File: src/rtl/axi_apb_bridge_if.sv
// AXI4 slave + APB4 master signal bundle for axi_apb_bridge.
// slave modport is the bridge's view; master modport is the crossbar/peripheral side.
interface axi_apb_bridge_if #(
  parameter int ID_W    = 4,
  parameter int ADDR_W  = 32,
  parameter int PADDR_W = 24
);
  logic              s_ar_valid, s_ar_ready;
  logic [ID_W-1:0]   s_ar_id;
  logic [ADDR_W-1:0] s_ar_addr;
  logic [7:0]        s_ar_len;
  logic [2:0]        s_ar_size;
  logic [1:0]        s_ar_burst;
  logic [2:0]        s_ar_prot;

  logic              s_r_valid, s_r_ready;
  logic [ID_W-1:0]   s_r_id;
  logic [31:0]       s_r_data;
  logic [1:0]        s_r_resp;
  logic              s_r_last;

  logic              s_aw_valid, s_aw_ready;
  logic [ID_W-1:0]   s_aw_id;
  logic [ADDR_W-1:0] s_aw_addr;
  logic [7:0]        s_aw_len;
  logic [2:0]        s_aw_size;
  logic [1:0]        s_aw_burst;
  logic [2:0]        s_aw_prot;

  logic              s_w_valid, s_w_ready;
  logic [31:0]       s_w_data;
  logic [3:0]        s_w_strb;
  logic              s_w_last;

  logic              s_b_valid, s_b_ready;
  logic [ID_W-1:0]   s_b_id;
  logic [1:0]        s_b_resp;

  logic              m_psel, m_penable, m_pwrite;
  logic [PADDR_W-1:0] m_paddr;
  logic [31:0]       m_pwdata;
  logic [3:0]        m_pstrb;
  logic [2:0]        m_pprot;
  logic              m_pready, m_pslverr;
  logic [31:0]       m_prdata;

  modport slave (
    input  s_ar_valid, s_ar_id, s_ar_addr, s_ar_len, s_ar_size, s_ar_burst, s_ar_prot,
    output s_ar_ready,
    output s_r_valid, s_r_id, s_r_data, s_r_resp, s_r_last,
    input  s_r_ready,
    input  s_aw_valid, s_aw_id, s_aw_addr, s_aw_len, s_aw_size, s_aw_burst, s_aw_prot,
    output s_aw_ready,
    input  s_w_valid, s_w_data, s_w_strb, s_w_last,
    output s_w_ready,
    output s_b_valid, s_b_id, s_b_resp,
    input  s_b_ready,
    output m_psel, m_penable, m_pwrite, m_paddr, m_pwdata, m_pstrb, m_pprot,
    input  m_pready, m_pslverr, m_prdata
  );

  modport master (
    output s_ar_valid, s_ar_id, s_ar_addr, s_ar_len, s_ar_size, s_ar_burst, s_ar_prot,
    input  s_ar_ready,
    input  s_r_valid, s_r_id, s_r_data, s_r_resp, s_r_last,
    output s_r_ready,
    output s_aw_valid, s_aw_id, s_aw_addr, s_aw_len, s_aw_size, s_aw_burst, s_aw_prot,
    input  s_aw_ready,
    output s_w_valid, s_w_data, s_w_strb, s_w_last,
    input  s_w_ready,
    input  s_b_valid, s_b_id, s_b_resp,
    output s_b_ready,
    input  m_psel, m_penable, m_pwrite, m_paddr, m_pwdata, m_pstrb, m_pprot,
    output m_pready, m_pslverr, m_prdata
  );
endinterface

File: src/rtl/axi_apb_bridge.sv
// AXI4 slave to APB4 master bridge: one burst in flight, one APB transfer per beat.
// Optional AXI_APB_BRIDGE_PSLVERR_EN maps pslverr onto R/B SLVERR responses.
module axi_apb_bridge #(
  parameter int ID_W    = 4,
  parameter int ADDR_W  = 32,
  parameter int PADDR_W = 24
) (
  input logic             clk_gate,
  input logic             rst,
  axi_apb_bridge_if.slave bus
);

  typedef enum logic [2:0] {
    IDLE, RD_SETUP, RD_ACCESS, RD_RESP, WR_DATA, WR_SETUP, WR_ACCESS, WR_RESP
  } state_t;

  state_t            state;
  logic              rd_first;
  logic [ID_W-1:0]   ax_id;
  logic [ADDR_W-1:0] ax_addr;
  logic [7:0]        ax_len;
  logic [2:0]        ax_size;
  logic [1:0]        ax_burst;
  logic [7:0]        beat_cnt;
  logic [ADDR_W-1:0] addr_nxt;
  logic              last_beat;
`ifdef AXI_APB_BRIDGE_PSLVERR_EN
  logic              err_sticky;
`endif

  // Beat step is capped at 4 bytes (32-bit APB); WRAP advances like INCR without folding.
  function automatic logic [ADDR_W-1:0] next_addr(input logic [ADDR_W-1:0] addr,
                                                 input logic [2:0] size,
                                                 input logic [1:0] burst);
    logic [ADDR_W-1:0] step;
    step = (size > 3'd2) ? ADDR_W'(4) : (ADDR_W'(1) << size);
    next_addr = (burst == 2'b00) ? addr : addr + step;
  endfunction

  assign addr_nxt  = next_addr(ax_addr, ax_size, ax_burst);
  assign last_beat = (beat_cnt == ax_len);

  logic unused_in;
`ifdef AXI_APB_BRIDGE_PSLVERR_EN
  assign unused_in = &{1'b0, bus.s_w_last};
`else
  assign unused_in = &{1'b0, bus.s_w_last, bus.m_pslverr};
`endif

  always_ff @(posedge clk_gate or posedge rst) begin
    if (rst) begin
      state          <= IDLE;
      rd_first       <= 1'b1;
      ax_id          <= '0;
      ax_addr        <= '0;
      ax_len         <= '0;
      ax_size        <= '0;
      ax_burst       <= '0;
      beat_cnt       <= '0;
`ifdef AXI_APB_BRIDGE_PSLVERR_EN
      err_sticky     <= 1'b0;
`endif
      bus.s_ar_ready <= 1'b0;
      bus.s_aw_ready <= 1'b0;
      bus.s_w_ready  <= 1'b0;
      bus.s_r_valid  <= 1'b0;
      bus.s_r_id     <= '0;
      bus.s_r_data   <= '0;
      bus.s_r_resp   <= '0;
      bus.s_r_last   <= 1'b0;
      bus.s_b_valid  <= 1'b0;
      bus.s_b_id     <= '0;
      bus.s_b_resp   <= '0;
      bus.m_psel     <= 1'b0;
      bus.m_penable  <= 1'b0;
      bus.m_pwrite   <= 1'b0;
      bus.m_paddr    <= '0;
      bus.m_pwdata   <= '0;
      bus.m_pstrb    <= '0;
      bus.m_pprot    <= '0;
    end else begin
      case (state)
        IDLE: begin
`ifdef AXI_APB_BRIDGE_PSLVERR_EN
          err_sticky <= 1'b0;
`endif
          if (bus.s_ar_ready && bus.s_ar_valid) begin
            bus.s_ar_ready <= 1'b0;
            ax_id          <= bus.s_ar_id;
            ax_addr        <= bus.s_ar_addr;
            ax_len         <= bus.s_ar_len;
            ax_size        <= bus.s_ar_size;
            ax_burst       <= bus.s_ar_burst;
            bus.m_pprot    <= bus.s_ar_prot;
            beat_cnt       <= '0;
            rd_first       <= 1'b0;
            bus.m_psel     <= 1'b1;
            bus.m_pwrite   <= 1'b0;
            bus.m_paddr    <= bus.s_ar_addr[PADDR_W-1:0];
            state          <= RD_SETUP;
          end else if (bus.s_aw_ready && bus.s_aw_valid) begin
            bus.s_aw_ready <= 1'b0;
            ax_id          <= bus.s_aw_id;
            ax_addr        <= bus.s_aw_addr;
            ax_len         <= bus.s_aw_len;
            ax_size        <= bus.s_aw_size;
            ax_burst       <= bus.s_aw_burst;
            bus.m_pprot    <= bus.s_aw_prot;
            beat_cnt       <= '0;
            rd_first       <= 1'b1;
            bus.s_w_ready  <= 1'b1;
            state          <= WR_DATA;
          end else if (!bus.s_ar_ready && !bus.s_aw_ready) begin
            // Grant one side a cycle ahead so the two readies are never high together.
            if (bus.s_ar_valid && (!bus.s_aw_valid || rd_first))
              bus.s_ar_ready <= 1'b1;
            else if (bus.s_aw_valid)
              bus.s_aw_ready <= 1'b1;
          end
        end
        RD_SETUP: begin
          bus.m_penable <= 1'b1;
          state         <= RD_ACCESS;
        end
        RD_ACCESS: if (bus.m_pready) begin
          bus.m_psel    <= 1'b0;
          bus.m_penable <= 1'b0;
          bus.s_r_data  <= bus.m_prdata;
`ifdef AXI_APB_BRIDGE_PSLVERR_EN
          bus.s_r_resp  <= bus.m_pslverr ? 2'b10 : 2'b00;
`else
          bus.s_r_resp  <= 2'b00;
`endif
          bus.s_r_id    <= ax_id;
          bus.s_r_last  <= last_beat;
          bus.s_r_valid <= 1'b1;
          state         <= RD_RESP;
        end
        RD_RESP: if (bus.s_r_ready) begin
          bus.s_r_valid <= 1'b0;
          if (last_beat) begin
            state <= IDLE;
          end else begin
            beat_cnt    <= beat_cnt + 8'd1;
            ax_addr     <= addr_nxt;
            bus.m_paddr <= addr_nxt[PADDR_W-1:0];
            bus.m_psel  <= 1'b1;
            state       <= RD_SETUP;
          end
        end
        WR_DATA: if (bus.s_w_valid) begin
          bus.s_w_ready <= 1'b0;
          bus.m_pwdata  <= bus.s_w_data;
          bus.m_pstrb   <= bus.s_w_strb;
          bus.m_psel    <= 1'b1;
          bus.m_pwrite  <= 1'b1;
          bus.m_paddr   <= ax_addr[PADDR_W-1:0];
          state         <= WR_SETUP;
        end
        WR_SETUP: begin
          bus.m_penable <= 1'b1;
          state         <= WR_ACCESS;
        end
        WR_ACCESS: if (bus.m_pready) begin
          bus.m_psel    <= 1'b0;
          bus.m_penable <= 1'b0;
`ifdef AXI_APB_BRIDGE_PSLVERR_EN
          err_sticky    <= err_sticky | bus.m_pslverr;
`endif
          if (last_beat) begin
            bus.s_b_id    <= ax_id;
`ifdef AXI_APB_BRIDGE_PSLVERR_EN
            bus.s_b_resp  <= (err_sticky | bus.m_pslverr) ? 2'b10 : 2'b00;
`else
            bus.s_b_resp  <= 2'b00;
`endif
            bus.s_b_valid <= 1'b1;
            state         <= WR_RESP;
          end else begin
            beat_cnt      <= beat_cnt + 8'd1;
            ax_addr       <= addr_nxt;
            bus.s_w_ready <= 1'b1;
            state         <= WR_DATA;
          end
        end
        WR_RESP: if (bus.s_b_ready) begin
          bus.s_b_valid <= 1'b0;
          bus.m_pwrite  <= 1'b0;
          state         <= IDLE;
        end
        default: state <= IDLE;
      endcase
    end
  end

endmodule
File: src/flat_wrapper.sv
// flat-port wrapper written by rule: the top's interface ports become plain ports
module axi_apb_bridge_flat 
#(
  parameter int ID_W    = 4,
  parameter int ADDR_W  = 32,
  parameter int PADDR_W = 24
)
  (clk_gate, rst, bus_s_ar_valid, bus_s_ar_id, bus_s_ar_addr, bus_s_ar_len, bus_s_ar_size, bus_s_ar_burst, bus_s_ar_prot, bus_s_ar_ready, bus_s_r_valid, bus_s_r_id, bus_s_r_data, bus_s_r_resp, bus_s_r_last, bus_s_r_ready, bus_s_aw_valid, bus_s_aw_id, bus_s_aw_addr, bus_s_aw_len, bus_s_aw_size, bus_s_aw_burst, bus_s_aw_prot, bus_s_aw_ready, bus_s_w_valid, bus_s_w_data, bus_s_w_strb, bus_s_w_last, bus_s_w_ready, bus_s_b_valid, bus_s_b_id, bus_s_b_resp, bus_s_b_ready, bus_m_psel, bus_m_penable, bus_m_pwrite, bus_m_paddr, bus_m_pwdata, bus_m_pstrb, bus_m_pprot, bus_m_pready, bus_m_pslverr, bus_m_prdata);
  axi_apb_bridge_if #(.ID_W(ID_W), .ADDR_W(ADDR_W), .PADDR_W(PADDR_W)) bus_i ();
  input logic clk_gate;
  input logic rst;
  input wire logic [$bits(bus_i.s_ar_valid)-1:0] bus_s_ar_valid;
  input wire logic [$bits(bus_i.s_ar_id)-1:0] bus_s_ar_id;
  input wire logic [$bits(bus_i.s_ar_addr)-1:0] bus_s_ar_addr;
  input wire logic [$bits(bus_i.s_ar_len)-1:0] bus_s_ar_len;
  input wire logic [$bits(bus_i.s_ar_size)-1:0] bus_s_ar_size;
  input wire logic [$bits(bus_i.s_ar_burst)-1:0] bus_s_ar_burst;
  input wire logic [$bits(bus_i.s_ar_prot)-1:0] bus_s_ar_prot;
  output wire logic [$bits(bus_i.s_ar_ready)-1:0] bus_s_ar_ready;
  output wire logic [$bits(bus_i.s_r_valid)-1:0] bus_s_r_valid;
  output wire logic [$bits(bus_i.s_r_id)-1:0] bus_s_r_id;
  output wire logic [$bits(bus_i.s_r_data)-1:0] bus_s_r_data;
  output wire logic [$bits(bus_i.s_r_resp)-1:0] bus_s_r_resp;
  output wire logic [$bits(bus_i.s_r_last)-1:0] bus_s_r_last;
  input wire logic [$bits(bus_i.s_r_ready)-1:0] bus_s_r_ready;
  input wire logic [$bits(bus_i.s_aw_valid)-1:0] bus_s_aw_valid;
  input wire logic [$bits(bus_i.s_aw_id)-1:0] bus_s_aw_id;
  input wire logic [$bits(bus_i.s_aw_addr)-1:0] bus_s_aw_addr;
  input wire logic [$bits(bus_i.s_aw_len)-1:0] bus_s_aw_len;
  input wire logic [$bits(bus_i.s_aw_size)-1:0] bus_s_aw_size;
  input wire logic [$bits(bus_i.s_aw_burst)-1:0] bus_s_aw_burst;
  input wire logic [$bits(bus_i.s_aw_prot)-1:0] bus_s_aw_prot;
  output wire logic [$bits(bus_i.s_aw_ready)-1:0] bus_s_aw_ready;
  input wire logic [$bits(bus_i.s_w_valid)-1:0] bus_s_w_valid;
  input wire logic [$bits(bus_i.s_w_data)-1:0] bus_s_w_data;
  input wire logic [$bits(bus_i.s_w_strb)-1:0] bus_s_w_strb;
  input wire logic [$bits(bus_i.s_w_last)-1:0] bus_s_w_last;
  output wire logic [$bits(bus_i.s_w_ready)-1:0] bus_s_w_ready;
  output wire logic [$bits(bus_i.s_b_valid)-1:0] bus_s_b_valid;
  output wire logic [$bits(bus_i.s_b_id)-1:0] bus_s_b_id;
  output wire logic [$bits(bus_i.s_b_resp)-1:0] bus_s_b_resp;
  input wire logic [$bits(bus_i.s_b_ready)-1:0] bus_s_b_ready;
  output wire logic [$bits(bus_i.m_psel)-1:0] bus_m_psel;
  output wire logic [$bits(bus_i.m_penable)-1:0] bus_m_penable;
  output wire logic [$bits(bus_i.m_pwrite)-1:0] bus_m_pwrite;
  output wire logic [$bits(bus_i.m_paddr)-1:0] bus_m_paddr;
  output wire logic [$bits(bus_i.m_pwdata)-1:0] bus_m_pwdata;
  output wire logic [$bits(bus_i.m_pstrb)-1:0] bus_m_pstrb;
  output wire logic [$bits(bus_i.m_pprot)-1:0] bus_m_pprot;
  input wire logic [$bits(bus_i.m_pready)-1:0] bus_m_pready;
  input wire logic [$bits(bus_i.m_pslverr)-1:0] bus_m_pslverr;
  input wire logic [$bits(bus_i.m_prdata)-1:0] bus_m_prdata;
  assign bus_i.s_ar_valid = bus_s_ar_valid;
  assign bus_i.s_ar_id = bus_s_ar_id;
  assign bus_i.s_ar_addr = bus_s_ar_addr;
  assign bus_i.s_ar_len = bus_s_ar_len;
  assign bus_i.s_ar_size = bus_s_ar_size;
  assign bus_i.s_ar_burst = bus_s_ar_burst;
  assign bus_i.s_ar_prot = bus_s_ar_prot;
  assign bus_s_ar_ready = bus_i.s_ar_ready;
  assign bus_s_r_valid = bus_i.s_r_valid;
  assign bus_s_r_id = bus_i.s_r_id;
  assign bus_s_r_data = bus_i.s_r_data;
  assign bus_s_r_resp = bus_i.s_r_resp;
  assign bus_s_r_last = bus_i.s_r_last;
  assign bus_i.s_r_ready = bus_s_r_ready;
  assign bus_i.s_aw_valid = bus_s_aw_valid;
  assign bus_i.s_aw_id = bus_s_aw_id;
  assign bus_i.s_aw_addr = bus_s_aw_addr;
  assign bus_i.s_aw_len = bus_s_aw_len;
  assign bus_i.s_aw_size = bus_s_aw_size;
  assign bus_i.s_aw_burst = bus_s_aw_burst;
  assign bus_i.s_aw_prot = bus_s_aw_prot;
  assign bus_s_aw_ready = bus_i.s_aw_ready;
  assign bus_i.s_w_valid = bus_s_w_valid;
  assign bus_i.s_w_data = bus_s_w_data;
  assign bus_i.s_w_strb = bus_s_w_strb;
  assign bus_i.s_w_last = bus_s_w_last;
  assign bus_s_w_ready = bus_i.s_w_ready;
  assign bus_s_b_valid = bus_i.s_b_valid;
  assign bus_s_b_id = bus_i.s_b_id;
  assign bus_s_b_resp = bus_i.s_b_resp;
  assign bus_i.s_b_ready = bus_s_b_ready;
  assign bus_m_psel = bus_i.m_psel;
  assign bus_m_penable = bus_i.m_penable;
  assign bus_m_pwrite = bus_i.m_pwrite;
  assign bus_m_paddr = bus_i.m_paddr;
  assign bus_m_pwdata = bus_i.m_pwdata;
  assign bus_m_pstrb = bus_i.m_pstrb;
  assign bus_m_pprot = bus_i.m_pprot;
  assign bus_i.m_pready = bus_m_pready;
  assign bus_i.m_pslverr = bus_m_pslverr;
  assign bus_i.m_prdata = bus_m_prdata;
  axi_apb_bridge #(.ID_W(ID_W), .ADDR_W(ADDR_W), .PADDR_W(PADDR_W)) u_core (.clk_gate(clk_gate), .rst(rst), .bus(bus_i));
endmodule
File: config.mk
export PLATFORM = sky130hd
export DESIGN_NAME = axi_apb_bridge_flat
export DESIGN_NICKNAME = d
export VERILOG_FILES = /design/src/rtl/axi_apb_bridge_if.sv /design/src/rtl/axi_apb_bridge.sv /design/src/flat_wrapper.sv
export SDC_FILE = /design/constraint.sdc
export NUM_CORES = 1
export LEC_CHECK = 0
export ABC_AREA = 1
export CAP_MARGIN = 30
export CELL_PAD_IN_SITES_DETAIL_PLACEMENT = 2
export CELL_PAD_IN_SITES_GLOBAL_PLACEMENT = 2
export CORE_UTILIZATION = 23
export DETAILED_ROUTE_END_ITERATION = 12
export PLACE_DENSITY = 0.77
export SLEW_MARGIN = 40
export SYNTH_ARGS = -nofsm -noshare
export SYNTH_HDL_FRONTEND = slang
export SYNTH_SLANG_ARGS = --single-unit
File: constraint.sdc
create_clock -name clk_gate -period 5.7 [get_ports clk_gate]
set_clock_uncertainty 0.05 [all_clocks]
set_input_delay 1.425 -clock clk_gate [delete_from_list [all_inputs] [get_ports clk_gate]]
set_output_delay 1.425 -clock clk_gate [all_outputs]
set_load 0.1 [all_outputs]
# Yosys cells after proc, flatten, opt, wreduce, memory -nomap -nowiden
# Index checks and enable logic that the tools add are counted.
# classes
n_addsub,2
order_cmp,1
eq_ne,23
n_shift,1
mux,69
bitwise,1
reduce_logical,40
# op_table
cell,n
$mux 32,7
$mux 24,4
$pmux 32 s3,1
$pmux 24 s3,1
$mux 8,7
$mux 3,11
$add 32x32->32,1
$shl 1x3->32 const A,1
$mux 1,25
$pmux 3 s8,1
$pmux 8 s3,1
$reduce_and 6->1,3
$ne 2x2->1 const B,8
$reduce_and 4->1,4
$reduce_bool 2->1,8
$eq 3x3->1 const B,4
$ne 2x1->1 const B,6
$reduce_bool 3->1,4
$reduce_and 5->1,2
$add 8x1->8 const B,1
$eq 8x8->1,1
$mux 4,2
$reduce_and 2->1,4
$eq 3x2->1 const B,2
other kinds (16),28
# word_totals
reg_bits,173
wordCells,161

# Logic depth before layout (Yosys ltp)
# Gate-level depths: netlist of the first run.
# depth
ltp_word,7
ltp_mapped,16
depth_no_buf,16

# Worst setup path after synthesis of the first run
# OpenSTA, ideal clock, no wires.
# synth_path
path_type,input to register
startpoint,input port bus_s_ar_valid
endpoint,register u_core.ax_addr[10]
arrival_time_ps,2596
t_required_ps,5529
setup_slack_ps,2934
path_stages,12
path_buffers,2
path_cell_list,nand2_1 > clkinv_1 > nor2_2 > nand2_1 > o21ai_1 > nor2_1 > nand2_1 > buf_6 > buf_6 > nor2_1 > o21ai_1 > nand2_1
# synth_via
elab_chain_cells,3
elab_cells_between_ends,5
cone_classes,1 x eq/ne; 2 x mux; 2 x reduce/logical
# synth_rtl
element,line_no,text
from (decl),flat_wrapper.sv:12,input wire logic [$bits(bus_i.s_ar_valid)-1:0] bus_s_ar_valid;
$logic_and 1x1->1 (*),axi_apb_bridge.sv:87,if (bus.s_ar_ready && bus.s_ar_valid) begin
$ne 3x1->1 (no source line) or $mux 32 (tied branches),-,
$reduce_and 4->1 (no source line) or $pmux 32 s3 (tied branches),-,
to (signal assigned),axi_apb_bridge.sv:90,ax_addr <= bus.s_ar_addr;
to (signal assigned),axi_apb_bridge.sv:104,ax_addr <= bus.s_aw_addr;
to (signal assigned),axi_apb_bridge.sv:145,ax_addr <= addr_nxt;
to (decl),axi_apb_bridge.sv:20,logic [ADDR_W-1:0] ax_addr;
# Mark *: on every way between the ends. The rest lies on a longest branch, timed or not.
# A chain may end at the register's enable or synchronous reset.

# Worst setup path after layout of the first run
# layout_path
startpoint,input port bus_s_ar_valid
endpoint,register u_core.ax_addr[13]
# The elaborated chain is that of the path after synthesis.

==> results of run 1 <==
Yosys cell counts (5+ instances only):
cell / n / area share
clkbuf_1: 25 / 0.010
a21boi_1: 15 / 0.013
a211oi_1: 17 / 0.014
a21oi_1: 19 / 0.011
buf_4: 5 / 0.0042
nand3_1: 52 / 0.029
mux2_2: 32 / 0.040
a31oi_1: 24 / 0.017
nor2_1: 129 / 0.054
dfrtp_1: 164 / 0.46
inv_2: 5 / 0.0021
o21ai_1: 16 / 0.0089
ha_1: 9 / 0.013
o22ai_1: 17 / 0.012
inv_1: 113 / 0.047
o21ai_0: 36 / 0.020
xnor2_1: 11 / 0.011
nand2_1: 432 / 0.18
nand4_1: 10 / 0.0070
buf_2: 17 / 0.0095
nor3_1: 6 / 0.0034
registers in the layout, summed over array words and instances, names as in the netlist, 2 cells and up:
signal               count
u_core.beat_cnt          8
u_core.ax_addr          24
u_core.ax_len            8
u_core.bus.m_pstrb       4
u_core.ax_id             4
u_core.bus.m_pprot       3
u_core.bus.m_pwdata     32
u_core.state             3
u_core.bus.s_r_id        4
u_core.ax_size           3
u_core.bus.m_paddr      24
u_core.ax_burst          2
u_core.bus.s_b_id        4
u_core.bus.s_r_data     32
critical path: stages:
cell	delay, ps
clkdlybuf4s50_1	430
nand2_2	90
clkinv_2	330
nor2_2	360
nand2_1	140
o21ai_1	100
nor2_1	70
nand2_1	90
buf_4	480
nor2_1	100
o21ai_1	130
nand2_1	70
layer usage:
metal	GRT usage	vias up	routed length (um)
met3	0.0321	39	1290
li1	-	4296	-
met1	0.205	4368	14800
met5	0	-	13
met2	0.309	166	17000
met4	0.0621	2	844
worst min path at each step:
stage	start	endpoint	slack [ps]	cells after the start
after detailed placement	u_core.bus.m_pwdata[7]$_DFFE_PP0P_	u_core.bus.m_pwdata[7]$_DFFE_PP0P_	410	2
after global routing	u_core.bus.m_pwdata[3]$_DFFE_PP0P_	u_core.bus.m_pwdata[3]$_DFFE_PP0P_	460	2
after global placement	u_core.bus.m_pstrb[0]$_DFFE_PP0P_	u_core.bus.m_pstrb[0]$_DFFE_PP0P_	410	2
after floorplan	u_core.rd_first$_DFFE_PP1P_	u_core.rd_first$_DFFE_PP1P_	420	2
final	u_core.bus.m_pwdata[20]$_DFFE_PP0P_	u_core.bus.m_pwdata[20]$_DFFE_PP0P_	430	2
after CTS	u_core.bus.m_pwdata[7]$_DFFE_PP0P_	u_core.bus.m_pwdata[7]$_DFFE_PP0P_	440	2
cell families after synthesis:
family                   share of synthesized area
adder cells (fa/ha/maj)                     0.0148
AND/OR/NAND/NOR                              0.285
AO/OA/AOI/OAI                                0.103
multiplexers                                0.0403
XOR/XNOR                                    0.0147
flip-flops                                   0.461
other                                     0.000419
buffers and inverters                       0.0804
cell usage in the layout (no fill, tap or decap), drive strengths merged, types with 9 or more instances in the layout:
cell           synthesis  layout
nand2                433     433
xnor2                 11      11
conb                   1       9
nor2                 134     134
inv                  118     127
buf                   29     124
a31oi                 24      24
mux2                  32      32
clkbuf                25      17
nand3                 53      53
a211oi                17      17
nand4                 10      10
a21oi                 19      19
o22ai                 17      17
clkdlybuf4s50          0     163
ha                     9       9
a21boi                17      17
dfrtp                164     164
o21ai                 52      52
metrics by stage:
stage,setup slack [ps],util
floorplan,2130,-
global placement,1020,0.321
detailed placement,1580,0.307
CTS,2060,0.322
global route,1910,0.322
finish,2130,0.323
area by class of cell:
cell class,instances,area (um2),share of cell area
well taps,511,639,0.0521
repair buffers,287,2300,0.187
clock inverters,14,159,0.0130
clock buffers,17,425,0.0347
flip-flops and latches,165,4130,0.337
diodes,2,5.00,0.000408
multi-input cells,861,4150,0.338
inverters,121,459,0.0374
==> results.py, run 1 <==
metrics = {
    "outcome": {
        "outcome": "complete, no violations",
    },
    "detailed_routing": {
        "drc": 0,
        "detailedRoute.firstIterationViolations": 287,
        "drtPass1Iterations": 4,
        "drt-wirelength-per-cell_um": 17.2,
        "route.detailed.vias_per_inst": 4.48,
        "route.antenna.remaining_nets": 0,
        "vias": 8871,
        "routed_wirelength_mm": 34.0,
    },
    "clock_tree": {
        "clock_tree.htree_level_count": 4,
        "clock_sinks": 165,
        "cts_clock_pin_slew_for_the_worst_setup_and_hold_paths_ps": 70,
        "tritoncts": "yes",
        "cts_buffer_depth": 2,
        "clk-insertion-delay-late_ps": 440,
        "post-cts-setup-buffer-count": 0,
        "cts_bufs_inserted": 17,
        "postCtsResizedCells": 0,
        "cts-root-buf": "clkbuf_16",
        "cts_hold_buffers_added": 0,
    },
    "grt": {
        "global_route_wire_length_before_repair_mm": 52.7,
        "remaining_global_route_overflow": 0,
        "grt_pass1_vias": 9748,
        "grtUsageTotal": 0.173,
        "antenna_violations_before_repair": 3,
        "grt_start_max_net_pins": 103,
    },
    "timing": {
        "final-setup-viol-count": 0,
        "tns_ps": 0,
        "timing_worst_slew_pin_value_ps": 728,
        "finalHoldViolations": 0,
        "fin_worst_hold_slack_ps": 432,
        "setup_repair_after_global_routing_missed_its_margin": "no",
        "report.final.slew_viol_count": 0,
        "finalCritPeriodShare": 0.626,
        "min_period_ps": 3570,
        "max_freq_mhz": 280,
        "relSlewSlack": 0.514,
    },
    "critical_path": {
        "end_point_of_the_critical_path": "u_core.ax_addr[13]$_DFFE_PP0P_",
        "worst_r2r_endpoint": "u_core.ax_addr[13]$_DFFE_PP0P_",
        "crit_required_ps": 5970,
        "cp_max_fo": 46,
        "criticalPathCategory": "primary input to register",
        "critPathArrivalTime_ps": 3850,
        "type_of_element_capturing_the_critical_path": "register",
        "r2r_slack_ps": 2530,
        "timing.reg2reg.worst_path_depth": 12,
        "worstSetupStartpoint": "bus_s_ar_valid",
        "cp_startpoint_kind": "primary input",
        "worstReg2RegStart": "u_core.state[0]$_DFFE_PP0P_",
    },
    "yosys": {
        "ys_ff_latch": 165,
        "dominantRegCellSynth": "dfrtp_1",
        "ys.warnings.count": 0,
        "synth.avg_cell_area_um2": 7.50,
        "synth-edff-count": 0,
        "synth.distinct_cells": 41,
        "netlist_area_before_placement_um2": 8950,
        "async_reset_ff_frac": 1.00,
        "synth_seq_area_share": 0.461,
        "netlist_instances": 1193,
    },
    "placed_design": {
        "gp_routability_congestion": 0.769,
        "detailed_place_hpwl_mm": 24.8,
        "numPortBuffers": 275,
        "dpl-instance-area_um2": 11700,
        "post-place-cells": 1945,
    },
    "floorplanning": {
        "coreArea_um2": 38000,
        "ioPinCount": 298,
        "die_h_um": 199,
        "floorplan.die_area_um2": 39700,
        "number_of_core_rows": 71,
        "floorplan.initialDensity": 0.235,
        "die_width_um": 199,
    },
    "finish": {
        "design_area_um2": 12300,
        "area_delta_synth_final_pct": 37.0,
        "drive_gt1_frac": 0.141,
        "finish.cell_count_without_fillers": 1978,
        "design.final.nets": 1645,
        "layout.filler_cells": 4521,
    },
    "min_path": {
        "hold_path.class": "register to register",
    },
    "run": {
        "maxCapViolCount": 0,
    },
}
Power of run 1 is not shown: default switching activity piles up to over one toggle a cycle in this logic, so the estimate is an artifact.
==> run 2: changes to the inputs <==
Settings changed: CORE_UTILIZATION 23 to 25, PLACE_DENSITY 0.77 to 0.79.
Clock period 5.7 ns to 3.7 ns, I/O delays scaled along.
==> results.py, run 2 (synthesized netlist as in run 1, its figures left out) <==
metrics = {
    "detailed_routing": {
        "routed_wirelength_mm": 33.9,
        "detailedRoute.firstIterationViolations": 224,
        "route.antenna.remaining_nets": 0,
        "drt-wirelength-per-cell_um": 17.6,
        "route.top_layer_used": "met5",
        "met3_length_mm": 1.43,
        "drc": 0,
        "met2WireLength_mm": 17.4,
        "drtPass1Iterations": 4,
        "detail_route.wirelength.met1_mm": 14.7,
        "route.detailed.vias_per_inst": 4.64,
        "vias": 8956,
    },
    "floorplanning": {
        "floorplan.initialDensity": 0.257,
        "number_of_core_rows": 68,
        "ioPinCount": 298,
        "floorplan.die_area_um2": 36600,
        "die_width_um": 191,
        "die_h_um": 191,
        "coreArea_um2": 34900,
    },
    "critical_path": {
        "timing.reg2reg.worst_path_depth": 7,
        "crit_chain": "nor2_2, nand2_1, inv_1, nand2_1, inv_2, nand2_1, nand2_1",
        "crit_required_ps": 4040,
        "max_stage_delay_ps": 510,
        "cp_max_fo": 37,
        "cpMaxStageDelayCell": "inv_2",
        "critPathArrivalTime_ps": 2880,
        "type_of_element_capturing_the_critical_path": "register",
        "criticalPathCategory": "register to register",
        "cp_startpoint_kind": "register",
        "most_common_cell_type_on_the_critical_path": "nand2_1",
    },
    "timing": {
        "finalHoldViolations": 0,
        "finalCritPeriodShare": 0.688,
        "report.final.slew_viol_count": 0,
        "timing_worst_slew_pin_value_ps": 794,
        "setup_repair_after_global_routing_missed_its_margin": "no",
        "relSlewSlack": 0.467,
        "final-setup-viol-count": 0,
        "tns_ps": 0,
        "min_period_ps": 2550,
        "max_freq_mhz": 393,
    },
    "clock_tree": {
        "tritoncts": "yes",
        "clk-insertion-delay-late_ps": 440,
        "cts_bufs_inserted": 17,
        "post-cts-setup-buffer-count": 0,
        "cts_buffer_depth": 2,
        "cts_hold_buffers_added": 0,
        "postCtsResizedCells": 0,
        "clock_tree.htree_level_count": 4,
        "cts-root-buf": "clkbuf_16",
        "cts_clock_pin_slew_for_the_worst_setup_and_hold_paths_ps": 80,
        "clock_sinks": 165,
    },
    "grt": {
        "antenna_violations_before_repair": 4,
        "grt_start_max_net_pins": 83,
        "global_route_wire_length_before_repair_mm": 52.7,
        "grtUsageTotal": 0.187,
        "grt_pass1_vias": 9663,
        "remaining_global_route_overflow": 0,
    },
    "finish": {
        "finish.cell_count_without_fillers": 1929,
        "design.final.nets": 1652,
        "multi_input_comb_area_um2": 4140,
        "drive_gt1_frac": 0.145,
        "most_common_library_cell_in_the_layout_ignoring_fill_and_taps": "nand2_1",
        "layout.area.seq_um2": 4130,
        "design_area_um2": 12400,
        "layout.filler_cells": 4086,
        "top_regs": "u_core.bus.m_pwdata (32), u_core.bus.s_r_data (32)",
        "most_frequent_cells_in_the_layout": "nand2_1, dfrtp_1, clkdlybuf4s50_1, nor2_1, inv_1",
        "post-route-util": 0.357,
        "area_delta_synth_final_pct": 39.1,
    },
    "placed_design": {
        "numPortBuffers": 275,
        "gp_routability_congestion": 0.813,
        "dpl-instance-area_um2": 11800,
        "detailed_place_hpwl_mm": 25.4,
        "post-place-cells": 1896,
    },
    "min_path": {
        "hold_path.class": "register to register",
        "hold-path-cell-count": 2,
    },
    "run": {
        "maxCapViolCount": 0,
    },
    "outcome": {
        "outcome": "complete, no violations",
    },
}
run 2: routing by layer:
layer / vias to the layer above / global-route usage
li1: 4300 / -
met5: - / 0
met4: 6 / 0.0449
met1: 4466 / 0.227
met2: 159 / 0.336
met3: 25 / 0.0384
run 2: worst max-delay path, delay by kind of cell (launching register included):
kind                   cells  cell delay [ps]
buffers and inverters      2              910
DFF                        1              430
and+or+nand+nor            5             1090
run 2: area by class of cell:
| type | instances | area share |
|---|---|---|
| clock inverters | 14 | 0.0131 |
| repair buffers | 294 | 0.205 |
| inverters | 121 | 0.0368 |
| well taps | 455 | 0.0457 |
| clock buffers | 18 | 0.0345 |
| multi-input cells | 861 | 0.333 |
| diodes | 1 | 0.000201 |
| flip-flops and latches | 165 | 0.332 |
run 2: per-stage QoR:
step | worst slack (ps) | hold slack, ps
6_report | 1150 | 432
5_1_grt | 935 | 464
4_1_cts | 1100 | 435
3_5_place_dp | 646 | 414
3_3_place_gp | 761 | 413
2_1_floorplan | 627 | 419
run 2: path summary, 6_finish.rpt:
kind | from | slack, ps | to
setup / recovery | u_core.state[0]$_DFFE_PP0P_ | 1150 | u_core.bus.m_pwdata[13]$_DFFE_PP0P_
hold / removal | u_core.bus.m_pstrb[3]$_DFFE_PP0P_ | 430 | u_core.bus.m_pstrb[3]$_DFFE_PP0P_
setup reg to reg | u_core.state[0]$_DFFE_PP0P_ | 1150 | u_core.bus.m_pwdata[13]$_DFFE_PP0P_
hold reg to reg | u_core.bus.m_pstrb[3]$_DFFE_PP0P_ | 430 | u_core.bus.m_pstrb[3]$_DFFE_PP0P_
max in group asynchronous | rst | 2220 | u_core.rd_first$_DFFE_PP1P_
min in group asynchronous | rst | 890 | u_core.bus.m_pwdata[8]$_DFFE_PP0P_
Power of run 2 is left out for the same reason.
==> RTL edit 1: new RTL, settings of run 1 <==
Reset style: synchronous (`rst`), changed in one clocked block.
--- a/src/rtl/axi_apb_bridge.sv
+++ b/src/rtl/axi_apb_bridge.sv
@@ -47,7 +47,7 @@
   assign unused_in = &{1'b0, bus.s_w_last, bus.m_pslverr};
 `endif
 
-  always_ff @(posedge clk_gate or posedge rst) begin
+  always_ff @(posedge clk_gate) begin
     if (rst) begin
       state          <= IDLE;
       rd_first       <= 1'b1;
Function: differs if rst is asserted again (counterexample within 4 cycles, from zero or initial values and one cycle with rst high); with rst held inactive, the same outputs for 4 cycles.
==> RTL edit 1 against run 1 <==
- area after synthesis shrank 4.1%
- worst setup slack gained 320 ps
- wire length grew 6.7%
- sequential cell count is the same
- sequential share of layout area shrank 5.5 points
- final area shrank 4.3%
==> RTL edit 1: results <==
group,metric,value,unit
run_status,status,"finished, final reports clean",
logic_synthesis,netlist_top_cells_count,"404 x nand2_1, 165 x dfxtp_1, 163 x nor2_1",
logic_synthesis,synth-compound-area-share,15.51,%
worst_hold_path,whs_endpoint,"u_core.bus.s_w_ready$_SDFFE_PP0P_",
logic_synthesis,muxShareOfSynthArea,0,%
worst_setup_path,reg2reg_from,"u_core.state[0]$_SDFFE_PP0P_",
final_layout,layout-drive-gt1-share,11.66,%
grt,grt_use_total,19.20,%
final_layout,inv_count,111,
logic_synthesis,synth.yosys.seq_area_share,38.47,%
logic_synthesis,yosys-top-cells-area,"dfxtp_1 38%, nand2_1 18%, nor2_1 7.1%",
worst_setup_path,reg2regPathDepth,9,
final_layout,regArea,0.003303,mm^2
timing,hold_ws,397.0,ps
worst_setup_path,crit_fanout,51,
drt,wl_per_cell,17.62,um
final_layout,multi_input_area_share,38.68,%
grt,grt_pass1_vias,10460,
worst_setup_path,arrival,3580,ps
grt,grt_antenna_before_repair,2,
final_layout,seq_cells,165,
logic_synthesis,synth_top_flop_cell,"dfxtp_1",
worst_setup_path,reg2reg_slack,2520,ps
placed_design,dp_hpwl,26060,um
final_layout,seq_share,28.13,%
final_layout,multi_input_cells,992,
worst_setup_path,slowest_delay,530,ps
final_layout,insertedDiodeCount,1,
logic_synthesis,synthArstFlopShare,0,%
## RTL edit 1: cell types whose count changed after synthesis, sizes merged, moves of 23 or more
cell,change
a21oi,+103
clkbuf,+26
dfrtp,-164
dfxtp,+165
mux2,-32
nand2,-23
nand3,+46
nor2,+34
o21ai,+44
## RTL edit 1: per-stage QoR
stage	setup slack (ps)	instances
after floorplan	3082	1346
after global placement	1646	2023
after detailed placement	1923	2023
after CTS	2375	2055
after global routing	2225	2056
final	2453	2056
## RTL edit 1: worst register-to-register path: stages (launching register included)
cell     delay [ps]
dfxtp_1         480
nand2_2         150
nor2_8          450
inv_2           180
nand2_2         410
nand2_1         350
nand2_4         580
inv_1           230
nor2_1          150
nor2_1           60
## RTL edit 1: worst max-delay path by stage
stage                                            start                                   to  slack, ps  cells past startpoint
final                                   bus_s_ar_valid      u_core.ax_addr[12]$_SDFFE_PP0P_       2450                      9
after global routing      u_core.state[0]$_SDFFE_PP0P_       u_core.ax_addr[1]$_SDFFE_PP0P_       2230                      9
after global placement                   bus_s_w_valid  u_core.bus.m_paddr[16]$_SDFFE_PP0P_       1650                      9
after CTS                 u_core.state[0]$_SDFFE_PP0P_       u_core.ax_addr[2]$_SDFFE_PP0P_       2370                      9
after detailed placement                bus_s_ar_valid       u_core.ax_addr[3]$_SDFFE_PP0P_       1920                      9
after floorplan                         bus_s_ar_valid   u_core.bus.m_paddr[0]$_SDFFE_PP0P_       3080                      9
## RTL edit 1: per-layer routing
layer  vias to the layer above  wire, um  global-route usage (%)
met1                      4694     15700                   22.42
met4                         2       469                   4.783
met5                         -        13                       0
li1                       4753         -                       -
met3                        26      2101                   5.544
met2                       207     17950                   34.18
==> RTL edit 2: new RTL, flow settings as in run 1 <==
Made on the original files. The option `AXI_APB_BRIDGE_PSLVERR_EN` is turned on by a define.
--- a/src/rtl/axi_apb_bridge.sv
+++ b/src/rtl/axi_apb_bridge.sv
@@ -1,5 +1,7 @@
 // AXI4 slave to APB4 master bridge: one burst in flight, one APB transfer per beat.
 // Optional AXI_APB_BRIDGE_PSLVERR_EN maps pslverr onto R/B SLVERR responses.
+`define AXI_APB_BRIDGE_PSLVERR_EN
+
 module axi_apb_bridge #(
   parameter int ID_W    = 4,
   parameter int ADDR_W  = 32,
Function: changed (Yosys sat finds a counterexample within 10 cycles, from zero or initial values and one cycle with rst high).
==> RTL edit 2 against run 1 <==
- register-to-register slack barely moved
- fmax rose by 7.5%
- via count rose by 2.0%
- non-clock buffer count rose by 3
- worst setup slack improved by 250 ps
- final area rose by 1.5%
- wire length rose by 2.5%
- sequential cell count rose by 3
- die area rose by 2.2%
- cell count rose by 0.61%
- area after synthesis rose by 2.2%
- critical endpoint is now u_core.bus.s_aw_ready$_DFFE_PP0P_
- largest cell class unchanged
Power is left out: the tool's default activity adds up to more than one toggle a clock period on the data nets, which glitch-free logic cannot reach.
==> RTL edit 2: results <==
group,metric,value,unit
grt,grt_use_total,17.51,%
run_status,status,"finished, final reports clean",
worst_setup_path,r2r-end,"u_core.ax_addr[19]$_DFFE_PP0P_",
final_layout,layout-drive-gt1-share,15.01,%
placed_design,gp_congestion,0.7929,
worst_setup_path,slowest_delay,580,ps
grt,grt_max_degree,94,
final_layout,num-fill-cells,4566,
worst_setup_path,reg2reg_from,"u_core.state[2]$_DFFE_PP0P_",
worst_hold_path,whs_endpoint,"u_core.bus.m_pwdata[16]$_DFFE_PP0P_",
worst_setup_path,crit_fanout,32,
timing,hold_ws,421.9,ps
placed_design,dp_hpwl,26060,um
logic_synthesis,yosys-top-cells-area,"dfrtp_1 46%, nand2_1 17%, inv_1 5.0%",
drt,viasPerCell,4.549,
worst_setup_path,arrival,3650,ps
placed_design,portBuffers,278,
drt,dr_total_vias,9052,
worst_hold_path,holdCritStartpoint,"u_core.bus.m_pwdata[16]$_DFFE_PP0P_",
grt,grt_antenna_before_repair,1,
logic_synthesis,ys_types,47,
worst_setup_path,endpoint,"u_core.bus.s_aw_ready$_DFFE_PP0P_",
final_layout,insertedDiodeCount,0,
worst_setup_path,reg2regPathDepth,9,
drt,wirelength,34810,um
logic_synthesis,synth_area_per_cell,7.642,um^2
-- RTL edit 2: final cells by class --
type,count,area (um^2),share of cell area (%)
inverter,131,495.5,3.982
sequential,168,4205,33.79
tap,518,648.1,5.208
clock inverter,12,98.84,0.7943
timing repair buffer,290,2342,18.82
clock buffer,18,439.2,3.529
multi-input combinational,853,4215,33.87
-- RTL edit 2: metrics by stage --
stage                     setup WS [ps]  instance area [um^2]  util [%]
after detailed placement           1886                 11910     30.59
after global placement             1910                 12430     31.93
after CTS                          2355                 12440     31.98
after floorplan                    2085                  9174         -
final                              2378                 12440     31.98
after global routing               2137                 12440     31.98
-- RTL edit 2: cells by family (layout without fill, tap and decap cells) --
group                      Yosys count  in the layout  share of synthesized area, %
AOI/OAI and AO/OA                  153            153                         10.64
xor gates and xnor gates            13             13                         1.245
adders and majority gates           10             10                         1.450
buffers and inverters              182            451                         8.439
DFF                                168            168                         45.97
muxes                               33             33                         4.062
other                                1              7                       0.04099
and+or+nand+nor                    637            637                         28.15
-- RTL edit 2: routing by layer --
metal | wire length (um) | global-route usage (%) | share of wire (%)
met1 | 15420 | 21.85 | 44
met2 | 17430 | 30.74 | 50
met3 | 1485 | 3.482 | 4.3
met4 | 461 | 4.302 | 1.3
met5 | 13 | 0 | 0.037
-- RTL edit 2: worst register-to-register path: stages (launching register included) --
cell and delay [ps]:
dfrtp_1 550, nor2_4 160, buf_4 350, inv_2 190
nand2_4 480, nand2_1 140, nand2_2 70, buf_4 420
inv_2 350, o21ai_0 320
